--- src/rtl/amba3_axi2apb_bridge_pkg.sv ---
// Shared AMBA3 types for the AXI3-to-APB3 bridge.
//   burst_type_e   : AXI burst encodings
//   resp_type_e    : AXI response encodings
//   bridge_state_e : bridge controller states
//   BEAT_BYTES     : bytes moved per beat (one 32-bit APB word)
//   burst_illegal(): true for reserved bursts and WRAP lengths that are not 2/4/8/16 beats
package amba3_axi2apb_bridge_pkg;

  typedef enum logic [1:0] {
    BURST_FIXED = 2'b00,
    BURST_INCR  = 2'b01,
    BURST_WRAP  = 2'b10,
    BURST_RSVD  = 2'b11
  } burst_type_e;

  typedef enum logic [1:0] {
    RESP_OKAY   = 2'b00,
    RESP_EXOKAY = 2'b01,
    RESP_SLVERR = 2'b10,
    RESP_DECERR = 2'b11
  } resp_type_e;

  typedef enum logic [2:0] {
    ST_IDLE,
    ST_WDAT,
    ST_SETUP,
    ST_ACCESS,
    ST_BRESP,
    ST_RDAT
  } bridge_state_e;

  localparam int unsigned BEAT_BYTES = 4;

  function automatic logic burst_illegal(input logic [3:0] len, input burst_type_e burst);
    return (burst == BURST_RSVD) ||
           ((burst == BURST_WRAP) && !(len inside {4'd1, 4'd3, 4'd7, 4'd15}));
  endfunction

endpackage

--- src/rtl/amba3_axi_burst_addr_gen.sv ---
// Combinational AXI beat address generator.
//   addr      : address of the current beat
//   len       : AXI burst length (beats - 1)
//   burst     : AXI burst type
//   next_addr : address of the following beat (4 bytes per beat, size ignored)
//   illegal   : burst cannot be executed (reserved type or bad WRAP length)
module amba3_axi_burst_addr_gen
  import amba3_axi2apb_bridge_pkg::*;
#(
  parameter int ADDR_WIDTH = 32
) (
  input  logic [ADDR_WIDTH-1:0] addr,
  input  logic [3:0]            len,
  input  burst_type_e           burst,
  output logic [ADDR_WIDTH-1:0] next_addr,
  output logic                  illegal
);

  logic [ADDR_WIDTH-1:0] incr_addr;
  logic [ADDR_WIDTH-1:0] wrap_mask;

  always_comb begin
    // NOTE: every output gets a value on every path through the block, so no latch is inferred.
    incr_addr = addr + ADDR_WIDTH'(BEAT_BYTES);
    // For legal WRAP lengths (len+1 is a power of two) the block size minus one
    // is simply {len, 2'b11} with 4-byte beats.
    wrap_mask = ADDR_WIDTH'({len, 2'b11});
    illegal   = burst_illegal(len, burst);
    case (burst)
      BURST_FIXED: next_addr = addr;
      BURST_INCR:  next_addr = incr_addr;
      BURST_WRAP:  next_addr = (addr & ~wrap_mask) | (incr_addr & wrap_mask);
      default:     next_addr = addr;
    endcase
  end

endmodule

--- src/rtl/amba3_axi2apb_bridge.sv ---
// AXI3 slave to APB3 master bridge, one outstanding transaction at a time.
//   aclk/areset         : clock, synchronous active-high reset
//   aw*/w*/b*           : AXI write address, data and response channels
//   ar*/r*              : AXI read address and data channels
//   paddr/pwdata/psel/penable/pwrite/prdata/pready/pslverr : APB3 master port
// Each AXI beat becomes one APB transfer; illegal bursts and partial-strobe
// write beats are answered with SLVERR without touching APB.
module amba3_axi2apb_bridge
  import amba3_axi2apb_bridge_pkg::*;
#(
  parameter int ADDR_WIDTH = 32,
  parameter int ID_WIDTH   = 4
) (
  input  logic                  aclk,
  input  logic                  areset,
  input  logic [ID_WIDTH-1:0]   awid,
  input  logic [ADDR_WIDTH-1:0] awaddr,
  input  logic [3:0]            awlen,
  input  logic [2:0]            awsize,
  input  logic [1:0]            awburst,
  input  logic                  awvalid,
  output logic                  awready,
  input  logic [31:0]           wdata,
  input  logic [3:0]            wstrb,
  input  logic                  wlast,
  input  logic                  wvalid,
  output logic                  wready,
  output logic [ID_WIDTH-1:0]   bid,
  output logic [1:0]            bresp,
  output logic                  bvalid,
  input  logic                  bready,
  input  logic [ID_WIDTH-1:0]   arid,
  input  logic [ADDR_WIDTH-1:0] araddr,
  input  logic [3:0]            arlen,
  input  logic [2:0]            arsize,
  input  logic [1:0]            arburst,
  input  logic                  arvalid,
  output logic                  arready,
  output logic [ID_WIDTH-1:0]   rid,
  output logic [31:0]           rdata,
  output logic [1:0]            rresp,
  output logic                  rlast,
  output logic                  rvalid,
  input  logic                  rready,
  output logic [ADDR_WIDTH-1:0] paddr,
  output logic [31:0]           pwdata,
  output logic                  psel,
  output logic                  penable,
  output logic                  pwrite,
  input  logic [31:0]           prdata,
  input  logic                  pready,
  input  logic                  pslverr
);

  bridge_state_e         state;
  logic [ID_WIDTH-1:0]   cmd_id;
  logic [ADDR_WIDTH-1:0] cmd_addr;
  logic [3:0]            cmd_len;
  burst_type_e           cmd_burst;
  logic                  cmd_write;
  logic [3:0]            beat;
  logic                  err_acc;
  logic                  prefer_write;

  logic [ADDR_WIDTH-1:0] next_addr;
  logic                  cmd_illegal;
  logic                  ar_illegal;
  logic                  aw_grant;
  logic                  ar_grant;
  logic                  last_beat;
  logic                  wlast_bad;
  logic                  skip_beat;

  // Beat size is fixed at one word, so the AXI size fields carry no information here.
  logic unused_sizes;
  assign unused_sizes = ^{awsize, arsize};

  amba3_axi_burst_addr_gen #(
    .ADDR_WIDTH (ADDR_WIDTH)
  ) u_addr_gen (
    .addr      (cmd_addr),
    .len       (cmd_len),
    .burst     (cmd_burst),
    .next_addr (next_addr),
    .illegal   (cmd_illegal)
  );

  // Round robin: when both channels request, serve the one not served last.
  assign aw_grant = (state == ST_IDLE) && awvalid && (!arvalid || prefer_write);
  assign ar_grant = (state == ST_IDLE) && arvalid && !aw_grant;
  assign awready  = aw_grant;
  assign arready  = ar_grant;
  assign wready   = (state == ST_WDAT);

  assign ar_illegal = burst_illegal(arlen, burst_type_e'(arburst));
  assign last_beat  = (beat == cmd_len);
  assign wlast_bad  = (wlast != last_beat);
  assign skip_beat  = cmd_illegal || (wstrb != 4'hF);

  always_ff @(posedge aclk) begin
    // NOTE: all state here uses non-blocking assignments so every register samples pre-edge values.
    if (areset) begin
      state        <= ST_IDLE;
      cmd_id       <= '0;
      cmd_addr     <= '0;
      cmd_len      <= '0;
      cmd_burst    <= BURST_FIXED;
      cmd_write    <= 1'b0;
      beat         <= '0;
      err_acc      <= 1'b0;
      prefer_write <= 1'b1;
      bid          <= '0;
      bresp        <= RESP_OKAY;
      bvalid       <= 1'b0;
      rid          <= '0;
      rdata        <= '0;
      rresp        <= RESP_OKAY;
      rlast        <= 1'b0;
      rvalid       <= 1'b0;
      paddr        <= '0;
      pwdata       <= '0;
      psel         <= 1'b0;
      penable      <= 1'b0;
      pwrite       <= 1'b0;
    end else begin
      case (state)
        ST_IDLE: begin
          if (aw_grant) begin
            cmd_id       <= awid;
            cmd_addr     <= awaddr;
            cmd_len      <= awlen;
            cmd_burst    <= burst_type_e'(awburst);
            cmd_write    <= 1'b1;
            beat         <= '0;
            err_acc      <= 1'b0;
            prefer_write <= 1'b0;
            state        <= ST_WDAT;
          end else if (ar_grant) begin
            cmd_id       <= arid;
            cmd_addr     <= araddr;
            cmd_len      <= arlen;
            cmd_burst    <= burst_type_e'(arburst);
            cmd_write    <= 1'b0;
            beat         <= '0;
            err_acc      <= 1'b0;
            prefer_write <= 1'b1;
            if (ar_illegal) begin
              // No APB traffic: answer the first beat straight away.
              rvalid <= 1'b1;
              rid    <= arid;
              rdata  <= '0;
              rresp  <= RESP_SLVERR;
              rlast  <= (arlen == 4'd0);
              state  <= ST_RDAT;
            end else begin
              psel    <= 1'b1;
              pwrite  <= 1'b0;
              paddr   <= araddr;
              state   <= ST_SETUP;
            end
          end
        end

        ST_WDAT: begin
          if (wvalid) begin
            if (skip_beat) begin
              err_acc  <= 1'b1;
              cmd_addr <= next_addr;
              if (last_beat) begin
                bvalid <= 1'b1;
                bid    <= cmd_id;
                bresp  <= RESP_SLVERR;
                state  <= ST_BRESP;
              end else begin
                beat <= beat + 4'd1;
              end
            end else begin
              err_acc <= err_acc | wlast_bad;
              psel    <= 1'b1;
              pwrite  <= 1'b1;
              paddr   <= cmd_addr;
              pwdata  <= wdata;
              state   <= ST_SETUP;
            end
          end
        end

        ST_SETUP: begin
          penable <= 1'b1;
          state   <= ST_ACCESS;
        end

        ST_ACCESS: begin
          if (pready) begin
            psel     <= 1'b0;
            penable  <= 1'b0;
            pwrite   <= 1'b0;
            cmd_addr <= next_addr;
            if (cmd_write) begin
              if (last_beat) begin
                bvalid <= 1'b1;
                bid    <= cmd_id;
                bresp  <= (err_acc || pslverr) ? RESP_SLVERR : RESP_OKAY;
                state  <= ST_BRESP;
              end else begin
                err_acc <= err_acc | pslverr;
                beat    <= beat + 4'd1;
                state   <= ST_WDAT;
              end
            end else begin
              rvalid <= 1'b1;
              rid    <= cmd_id;
              rdata  <= prdata;
              rresp  <= pslverr ? RESP_SLVERR : RESP_OKAY;
              rlast  <= last_beat;
              state  <= ST_RDAT;
            end
          end
        end

        ST_BRESP: begin
          if (bready) begin
            bvalid <= 1'b0;
            state  <= ST_IDLE;
          end
        end

        ST_RDAT: begin
          if (rready) begin
            rvalid <= 1'b0;
            rlast  <= 1'b0;
            if (last_beat) begin
              state <= ST_IDLE;
            end else begin
              beat <= beat + 4'd1;
              if (cmd_illegal) begin
                rvalid <= 1'b1;
                rdata  <= '0;
                rresp  <= RESP_SLVERR;
                rlast  <= ((beat + 4'd1) == cmd_len);
              end else begin
                psel   <= 1'b1;
                pwrite <= 1'b0;
                paddr  <= cmd_addr;
                state  <= ST_SETUP;
              end
            end
          end
        end

        default: state <= ST_IDLE;
      endcase
    end
  end

endmodule

--- config.mk ---
export PLATFORM = sky130hd
export DESIGN_NAME = amba3_axi2apb_bridge
export DESIGN_NICKNAME = d
export VERILOG_FILES = /design/src/rtl/amba3_axi2apb_bridge_pkg.sv /design/src/rtl/amba3_axi_burst_addr_gen.sv /design/src/rtl/amba3_axi2apb_bridge.sv
export SDC_FILE = /design/constraint.sdc
export NUM_CORES = 1
export LEC_CHECK = 0
export CAP_MARGIN = 20
export CORE_MARGIN = 1
export CORE_UTILIZATION = 47
export CTS_CLUSTER_DIAMETER = 150
export DETAILED_ROUTE_END_ITERATION = 7
export PLACE_DENSITY = 0.84
export SETUP_SLACK_MARGIN = 0.1
export SLEW_MARGIN = 40
export SYNTH_ARGS = -nofsm -noshare
export SYNTH_HDL_FRONTEND = slang
export SYNTH_HIERARCHICAL = 1
export SYNTH_SLANG_ARGS = --single-unit
export TNS_END_PERCENT = 5
--- constraint.sdc ---
create_clock -name aclk -period 2.9 [get_ports aclk]
set_clock_uncertainty 0.15 [all_clocks]
set_input_delay 0.29 -clock aclk [delete_from_list [all_inputs] [get_ports aclk]]
set_output_delay 0.29 -clock aclk [all_outputs]
set_load 0.05 [all_outputs]
; Word-level counts from Yosys, hierarchy flattened
; Index checks and enable logic that the tools add are counted.
[op_classes]
addsub = 2
n_mul = 0
n_div = 0
n_lt_le_gt_ge = 0
eq_ne = 43
shift = 0
muxes = 138
bitwise = 7
n_reduce_logical = 43
[ops]
columns = operator, n
row1 = $mux 32, 21
row2 = $pmux 32 s3, 3
row3 = $mux 4, 22
row4 = $pmux 32 s2, 1
row5 = $mux 1, 47
row6 = $mux 3, 13
row7 = $mux 2, 18
row8 = $add 32x3->32 const B, 1
row9 = $and 32x32->32, 1
row10 = $and 32x6->32, 1
row11 = $ne 2x2->1 const B, 16
row12 = $not 6->32, 1
row13 = $or 32x32->32, 1
row14 = $reduce_and 7->1, 4
row15 = $pmux 3 s6, 1
row16 = $reduce_and 6->1, 3
row17 = $reduce_and 9->1, 2
row18 = $pmux 4 s2, 2
row19 = $pmux 4 s4, 1
row20 = $pmux 1 s3, 4
row21 = $reduce_bool 3->1, 4
row22 = $reduce_bool 4->1, 3
row23 = $reduce_and 10->1, 1
row24 = $reduce_and 5->1, 2
row25 = 29 further kinds, 60
[word_totals]
register_bits = 166
latch_bits = 0
ramBits = 0
romBits = 0
out_inout_bits = 117
wordCells = 255
mem_count = 0

; Logic depth before layout (Yosys ltp)
; Gate-level depths: netlist (run 1).
[depth]
word_depth = 9
ltp_mapped = 12

; Modules after synthesis
; The synthesis (run 1) kept the hierarchy.
[by_module_without_submodules]
columns = mod, n_inst, cells_per_inst, area_per_inst_um2
row1 = amba3_axi2apb_bridge, 1, 877, 7438.4
row2 = amba3_axi_burst_addr_gen, 1, 208, 1238.7

; Worst setup path before layout (run 1)
; OpenSTA, ideal clock, no wires.
[synth_path]
path_kind = register -> register
start = reg cmd_burst[0]
end = reg cmd_addr[10]
setup_ns = 0.117
t_arrival_ns = 2.062
slack_ns = 0.571
stages_incl_launch_ff = 10
synth_period_minus_slack_ns = 2.329
path_cell_list = dfxtp_1 > inv_1 > ha_1 > a21o_1 > nor3_1 > or4_1 > and2_1 > clkbuf_1 > buf_2 > a22o_1
[synth_via]
elab_chain_len = 6
word_cells_on_any_way = 13
classes_between = eq/ne (4) / mux (5) / reduce/logical (4)
[synth_lines]
columns = element, line_no
row1 = from (decl), amba3_axi2apb_bridge.sv:59  ; burst_type_e cmd_burst;
row2 = from (signal assigned), amba3_axi2apb_bridge.sv:132  ; cmd_burst <= burst_type_e'(awburst);
row3 = from (signal assigned), amba3_axi2apb_bridge.sv:142  ; cmd_burst <= burst_type_e'(arburst);
row4 = $eq 2x2->1, amba3_axi2apb_bridge_pkg.sv:36  ; ((burst == BURST_WRAP) && !(len inside {4'd1, 4'd3, 4'd7, 4'd15}));
row5 = $logic_and 1x1->1, amba3_axi2apb_bridge_pkg.sv:36
row6 = $logic_or 1x1->1 (*), amba3_axi2apb_bridge_pkg.sv:35  ; return (burst == BURST_RSVD) ||
row7 = via cmd_illegal, amba3_axi2apb_bridge.sv:66  ; logic cmd_illegal;
row8 = $logic_or 1x1->1 (*), amba3_axi2apb_bridge.sv:98  ; assign skip_beat = cmd_illegal || (wstrb != 4'hF);
row9 = $ne 2x1->1 (no source line) (*), -
row10 = $reduce_and 5->1 (no source line) (*), -
row11 = to (signal assigned), amba3_axi2apb_bridge.sv:130  ; cmd_addr <= awaddr;
row12 = to (signal assigned), amba3_axi2apb_bridge.sv:140  ; cmd_addr <= araddr;
row13 = to (signal assigned), amba3_axi2apb_bridge.sv:168  ; cmd_addr <= next_addr;
row14 = to (decl), amba3_axi2apb_bridge.sv:57  ; logic [ADDR_WIDTH-1:0] cmd_addr;
; The timed path passes the listed nets; every way through them passes the cells marked *. The select of a mux whose other input is x is not followed.
; A chain may end at the register's enable or synchronous reset.

; Worst setup path after layout (run 1)
[layout_path]
start = reg state[0]
end = out wready
[layout_via]
elab_chain_len = 1
[layout_lines]
columns = element, line_no
row1 = from (decl), amba3_axi2apb_bridge.sv:55  ; bridge_state_e state;
row2 = from (signal assigned), amba3_axi2apb_bridge.sv:103  ; state <= ST_IDLE;
row3 = from (signal assigned), amba3_axi2apb_bridge.sv:137  ; state <= ST_WDAT;
row4 = from (signal assigned), amba3_axi2apb_bridge.sv:154  ; state <= ST_RDAT;
row5 = $eq 3x1->1, amba3_axi2apb_bridge.sv:93  ; assign wready = (state == ST_WDAT);
row6 = to (decl), amba3_axi2apb_bridge.sv:27  ; output logic wready,
; Every way passes these cells.

==> results of run 1 <==
## critical path, delay by kind of cell, from the launching register on
family,cells,cell delay (ps)
and+or+nand+nor,2,700
buffers and inverters,1,590
DFF,1,530
## logic make-up (layout without fill, tap and decap cells)
| family | after synthesis | after routing | share of synthesized area (%) |
|---|---|---|---|
| adders and majority gates | 5 | 5 | 0.721 |
| buffers and inverters | 111 | 362 | 5.54 |
| xor gates and xnor gates | 8 | 8 | 0.808 |
| other | 1 | 3 | 0.0432 |
| and+or+nand+nor | 390 | 390 | 21.6 |
| muxes | 72 | 72 | 8.33 |
| AOI/OAI and AO/OA | 334 | 334 | 25.2 |
| DFF | 164 | 164 | 37.8 |
## routing by layer
metal | vias to the layer above | wire, um | track usage [%]
met3 | 48 | 2150 | 5.15
met1 | 4325 | 12100 | 37.2
met5 | - | 0 | 0
met2 | 414 | 13100 | 45.4
li1 | 4448 | - | -
met4 | 0 | 684 | 10.3
## timing repair
item	CTS	global route
hold endpoints to repair	1	0
hold buffers	1	0
gates resized for setup	1	1
setup endpoints to repair	1	2
cloned	0	0
## report_power, final
| part | total [W] | switching (W) | internal (W) |
|---|---|---|---|
| registers | 0.00365 | 0.000777 | 0.00287 |
| logic | 0.00592 | 0.00364 | 0.00228 |
| clock network | 0.00246 | 0.000996 | 0.00147 |
| total | 0.0120 | 0.00541 | 0.00662 |
## cells in the final DEF (no fill, tap or decap), types with 5 or more instances in the layout
master	Yosys	layout
mux2i_1	70	70
a211oi_1	36	36
o21ai_0	88	88
clkbuf_16	0	17
a311oi_1	14	14
nand2_1	178	178
ha_1	5	5
inv_1	13	12
a31oi_1	11	11
buf_12	0	6
nor4_1	11	11
nor3_1	13	13
inv_6	0	5
a41oi_1	5	5
nor2_1	59	56
xor2_1	5	5
nand4_1	10	10
or4_1	5	5
nand2b_1	10	10
clkdlybuf4s50_1	0	272
and4_1	5	5
a21oi_1	92	91
a211o_1	6	6
buf_4	7	37
nor2b_1	5	5
and3_1	8	8
o41ai_1	5	5
a22o_1	34	34
nand3_1	57	56
dfxtp_1	164	163
## state kept, by name (all words and copies together) (netlist names), 2 cells and up
register and cells:
beat 4, bid 4, cmd_addr 32, cmd_burst 2
cmd_id 4, cmd_len 4, paddr 32, pwdata 32
rdata 32, rid 4, state 3
## worst paths after layout
| check | slack [ps] | start | to |
|---|---|---|---|
| min reg2reg | 300 | rdata[16]$_SDFFE_PP0P_ | rdata[16]$_SDFFE_PP0P_ |
| min | 260 | wdata[17] | pwdata[17]$_SDFFE_PP0P_ |
| max reg2reg | 230 | state[1]$_SDFFE_PP0P_ | rresp[1]$_SDFFE_PP0P_ |
| max | 210 | state[0]$_SDFFE_PP0P_ | wready |
## layout make-up
| cell class | count | area, sq um |
|---|---|---|
| well taps | 229 | 287 |
| diodes | 1 | 2.50 |
| multi-input cells | 811 | 4960 |
| inverters | 13 | 52.6 |
| flip-flops and latches | 164 | 3280 |
| clock inverters | 15 | 215 |
| fillers | 1430 | 5660 |
| clock buffers | 17 | 425 |
| repair buffers | 317 | 3140 |
## per-stage QoR
stage	util, %	power [W]
finish	68.6	0.0120
global route	68.6	0.0127
CTS	68.5	0.0120
detailed placement	64.9	0.00949
global placement	64.9	0.00936
floorplan	-	0.00755
==> results.cfg, run 1 <==
[cells_and_area]
finalNetCount = 1497
drive_gt1_share_pct = 7.70
syn2layout_area_growth_pct = 42.5
fin_area_sq_mm = 0.0124
fin_cells = 1567

[outcome]
status = complete, no violations

[logic_synthesis]
netlist_instances = 1085
synth_flop_cell = dfxtp_1
ys_warn_count = 6
synthTopCellsByArea = dfxtp_1 38%, mux2i_1 8.1%, nand2_1 7.7%
yosysMostFrequentCell = nand2_1
avgSynthCellArea_sq_um = 8.00
synth-seq-cells = 164
async_flop_share_pct = 0
yosysTopAreaCellShare_pct = 37.8
synthesis.area_sq_mm = 0.00868
synth-seq-area-share_pct = 37.8
synth.distinct_cells = 75
synth_edf_count = 0
synth.largest_area_cell = dfxtp_1
netlist_top_cells_count = 178 x nand2_1, 164 x dfxtp_1, 92 x a21oi_1

[placed_design]
place_ws_ps = 238
gp_congestion = 0.896
dp_hpwl_um = 20000
io_buffers = 276
place_area_sq_mm = 0.0117
place_inst = 1533

[detailed_routing]
drt-initial-drc-count = 879
antenna_left = 0
drc = 0
drt-pass1-iter-count = 5
viasPerCell = 5.89
wl_um = 28000
wl_per_cell_um = 17.9
num_vias = 9235

[timing]
finalCritPeriodShare_pct = 92.8
hold_viol = 0
hold_ws_ps = 258
maxSlewViolCount = 0
fin_ws_ps = 210
fmax_ghz = 0.372
tightestPinTransition_ps = 619
period_needed_ps = 2690
maxSlewHeadroom_pct = 58.4
setup_viol = 0
rsz0062_at_grt = true
finalSetupTns_ps = 0

[global_route]
antenna_found_initial = 1
grt_pass1_vias = 8158
grt_overflow = 0
grt_pass1_wl_um = 42000
grt_max_degree = 66
grt_usage_pct = 28.1

[cts]
post-cts-setup-buffer-count = 0
clk_pin_slew_ps = 70
cts_buffers = 17
root_buffer = clkbuf_16
clk_latency_ps = 430
htree_levels = 4
clock_path_buffers = 2
cts_tree = done
cts.sinks = 164

[floorplan]
die_w_um = 138
start_util_pct = 48.1
core-area_sq_mm = 0.0180
rows = 49
die_h_um = 138
die-area_sq_mm = 0.0190
ios = 285

[worst_setup_path]
cp_max_fo = 18
reg2reg_depth = 8
cpPeakStageDelay_ps = 590
crit_slowest_cell = dlygate4sd2_1
required_ps = 2460
end_kind = primary output
cp_data_arrival_time_ps = 2250
crit_chain = or2b_1 -> nor2_1 -> dlygate4sd2_1
setup.worst_path.start_class = flop
critPathKind = flop to primary output

[worst_hold_path]
hold_depth = 3
hp-class = primary input to flop

[pwr]
power_density_mw_per_mm2 = 974
p_leak_nw = 4.50
worst_ir_drop_vdd_mv = 1.01

[flow_run]
drv_cap = 0
Note: power is estimated with default switching activity, not from simulation.
==> inputs of run 2 (changes only) <==
- REMOVE_ABC_BUFFERS: not set -> 1
==> results.cfg, run 2 (synthesis gave the netlist of run 1 again) <==
[outcome]
status = complete, no violations

[timing]
rsz0062_at_grt = false
maxSlewViolCount = 0
hold_viol = 0
hold_ws_ps = 272
period_needed_ps = 2610
fmax_ghz = 0.383
fin_ws_ps = 286
setup_viol = 0
finalCritPeriodShare_pct = 90.2
tightestPinTransition_ps = 847
maxSlewHeadroom_pct = 42.9

[floorplan]
die-area_sq_mm = 0.0190
die_w_um = 138
core-area_sq_mm = 0.0180
ios = 285
rows = 49
die_h_um = 138
start_util_pct = 48.1

[detailed_routing]
antenna_left = 0
num_vias = 9162
drt-initial-drc-count = 868
wl_per_cell_um = 17.9
drc = 0
drt-pass1-iter-count = 6
wl_um = 27900
viasPerCell = 5.87

[cts]
cts.sinks = 164
cts_buffers = 17
htree_levels = 4
hold_buffers = 0
cts_tree = done
root_buffer = clkbuf_16
clk_latency_ps = 420
clock_path_buffers = 2
clk_pin_slew_ps = 60

[worst_setup_path]
worstReg2RegEnd = pwdata[4]$_SDFFE_PP0P_
critPathKind = flop to flop
cp_data_arrival_time_ps = 2810
rr_startpoint = cmd_len[1]$_SDFFE_PP0P_
cp_max_fo = 32
startpoint = cmd_len[1]$_SDFFE_PP0P_
setup.worst_path.start_class = flop
required_ps = 3090
reg2reg_slack_ps = 290
end_kind = flop
reg2reg_depth = 9

[pwr]
worst_ir_drop_vdd_mv = 0.725
power_density_mw_per_mm2 = 974
p_leak_nw = 4.47

[worst_hold_path]
worstHoldEndpoint = pwdata[20]$_SDFFE_PP0P_
holdCritStartpoint = wdata[20]
hold_depth = 3
hp-class = primary input to flop

[global_route]
grt_usage_pct = 28.5
antenna_found_initial = 0
grt_max_degree = 66
grt_overflow = 0
grt_pass1_wl_um = 42600
grt_pass1_vias = 8465

[cells_and_area]
nFillCells = 1427
finalNetCount = 1492
final_common_cell = clkdlybuf4s50_1
drive_gt1_share_pct = 7.29
syn2layout_area_growth_pct = 41.9
n_antenna_cell = 0
final_cell_mix = 272 x clkdlybuf4s50_1, 178 x nand2_1, 163 x dfxtp_1, 91 x a21oi_1, 88 x o21ai_0

[placed_design]
io_buffers = 276
place_ws_ps = 240
gp_congestion = 0.918
dp_hpwl_um = 19600

[flow_run]
drv_cap = 0
==> run 2: changes by cell type in the layout (fill, tap and decap cells not counted), sizes merged <==
cell,previous run,this run
clkinv,2,3
buf,43,40
clkinvlp,3,2
inv,19,15
bufinv,4,5
dlygate4sd2,1,0
diode,1,0
dlygate4sd3,1,0
clkbuf,17,19
==> run 2: how the worst max path moves through the flow <==
stage | slack [ps] | to
after floorplan | -3030 | rdata[0]$_SDFFE_PP0P_
after global placement | 290 | cmd_addr[27]$_SDFFE_PP0P_
after detailed placement | 240 | cmd_addr[8]$_SDFFE_PP0P_
after CTS | 290 | cmd_addr[16]$_SDFFE_PP0P_
after global routing | 180 | awready
final | 290 | pwdata[4]$_SDFFE_PP0P_
==> run 2: through the flow <==
stage	cell area, sq um	setup TNS [ps]	cells	utilization, %	power [W]
after floorplan	8250	-273110	988	-	0.00728
after global placement	11700	0	1529	64.8	0.00932
after detailed placement	11700	0	1529	64.8	0.00944
after CTS	12300	0	1560	68.3	0.0119
after global routing	12300	0	1560	68.3	0.0126
final	12300	0	1560	68.3	0.0120
==> run 2: cell type report <==
cell class | count | area [sq um] | area share, %
Multi-Input combinational cell | 811 | 4960 | 40.3
Timing Repair Buffer | 312 | 3100 | 25.2
Inverter | 13 | 48.8 | 0.396
Sequential cell | 164 | 3280 | 26.7
Tap cell | 229 | 287 | 2.33
Clock buffer | 19 | 433 | 3.52
Clock inverter | 12 | 204 | 1.66
==> run 2: power by group <==
group	switching (W)	internal, W	total [W]
Sequential	0.000800	0.00287	0.00367
Clock	0.000943	0.00153	0.00247
Combinational	0.00361	0.00224	0.00585
==> run 2: critical path, stage by stage, from the launching register on <==
cell     delay [ps]
dfxtp_1         470
nand2_1          90
o21ai_0          90
nand2_1          70
a21o_1          310
nor4_4          500
and2_0          190
buf_4           300
nand2_1         180
a21oi_1         170
==> run 2: layer usage <==
| metal | track usage (%) | vias to the layer above | wire length [um] |
|---|---|---|---|
| met5 | 0 | - | 0 |
| met4 | 11.8 | 0 | 741 |
| met3 | 5.88 | 55 | 2130 |
| met2 | 49.8 | 396 | 13700 |
| met1 | 33.9 | 4274 | 11400 |
| li1 | - | 4437 | - |
==> run 2: what timing repair did <==
| item | CTS | global route |
|---|---|---|
| gates resized for setup | 0 | 1 |
| setup buffers | 0 | 0 |
| endpoints found under the setup margin | 0 | 1 |
| endpoints found under the hold margin | 0 | 0 |
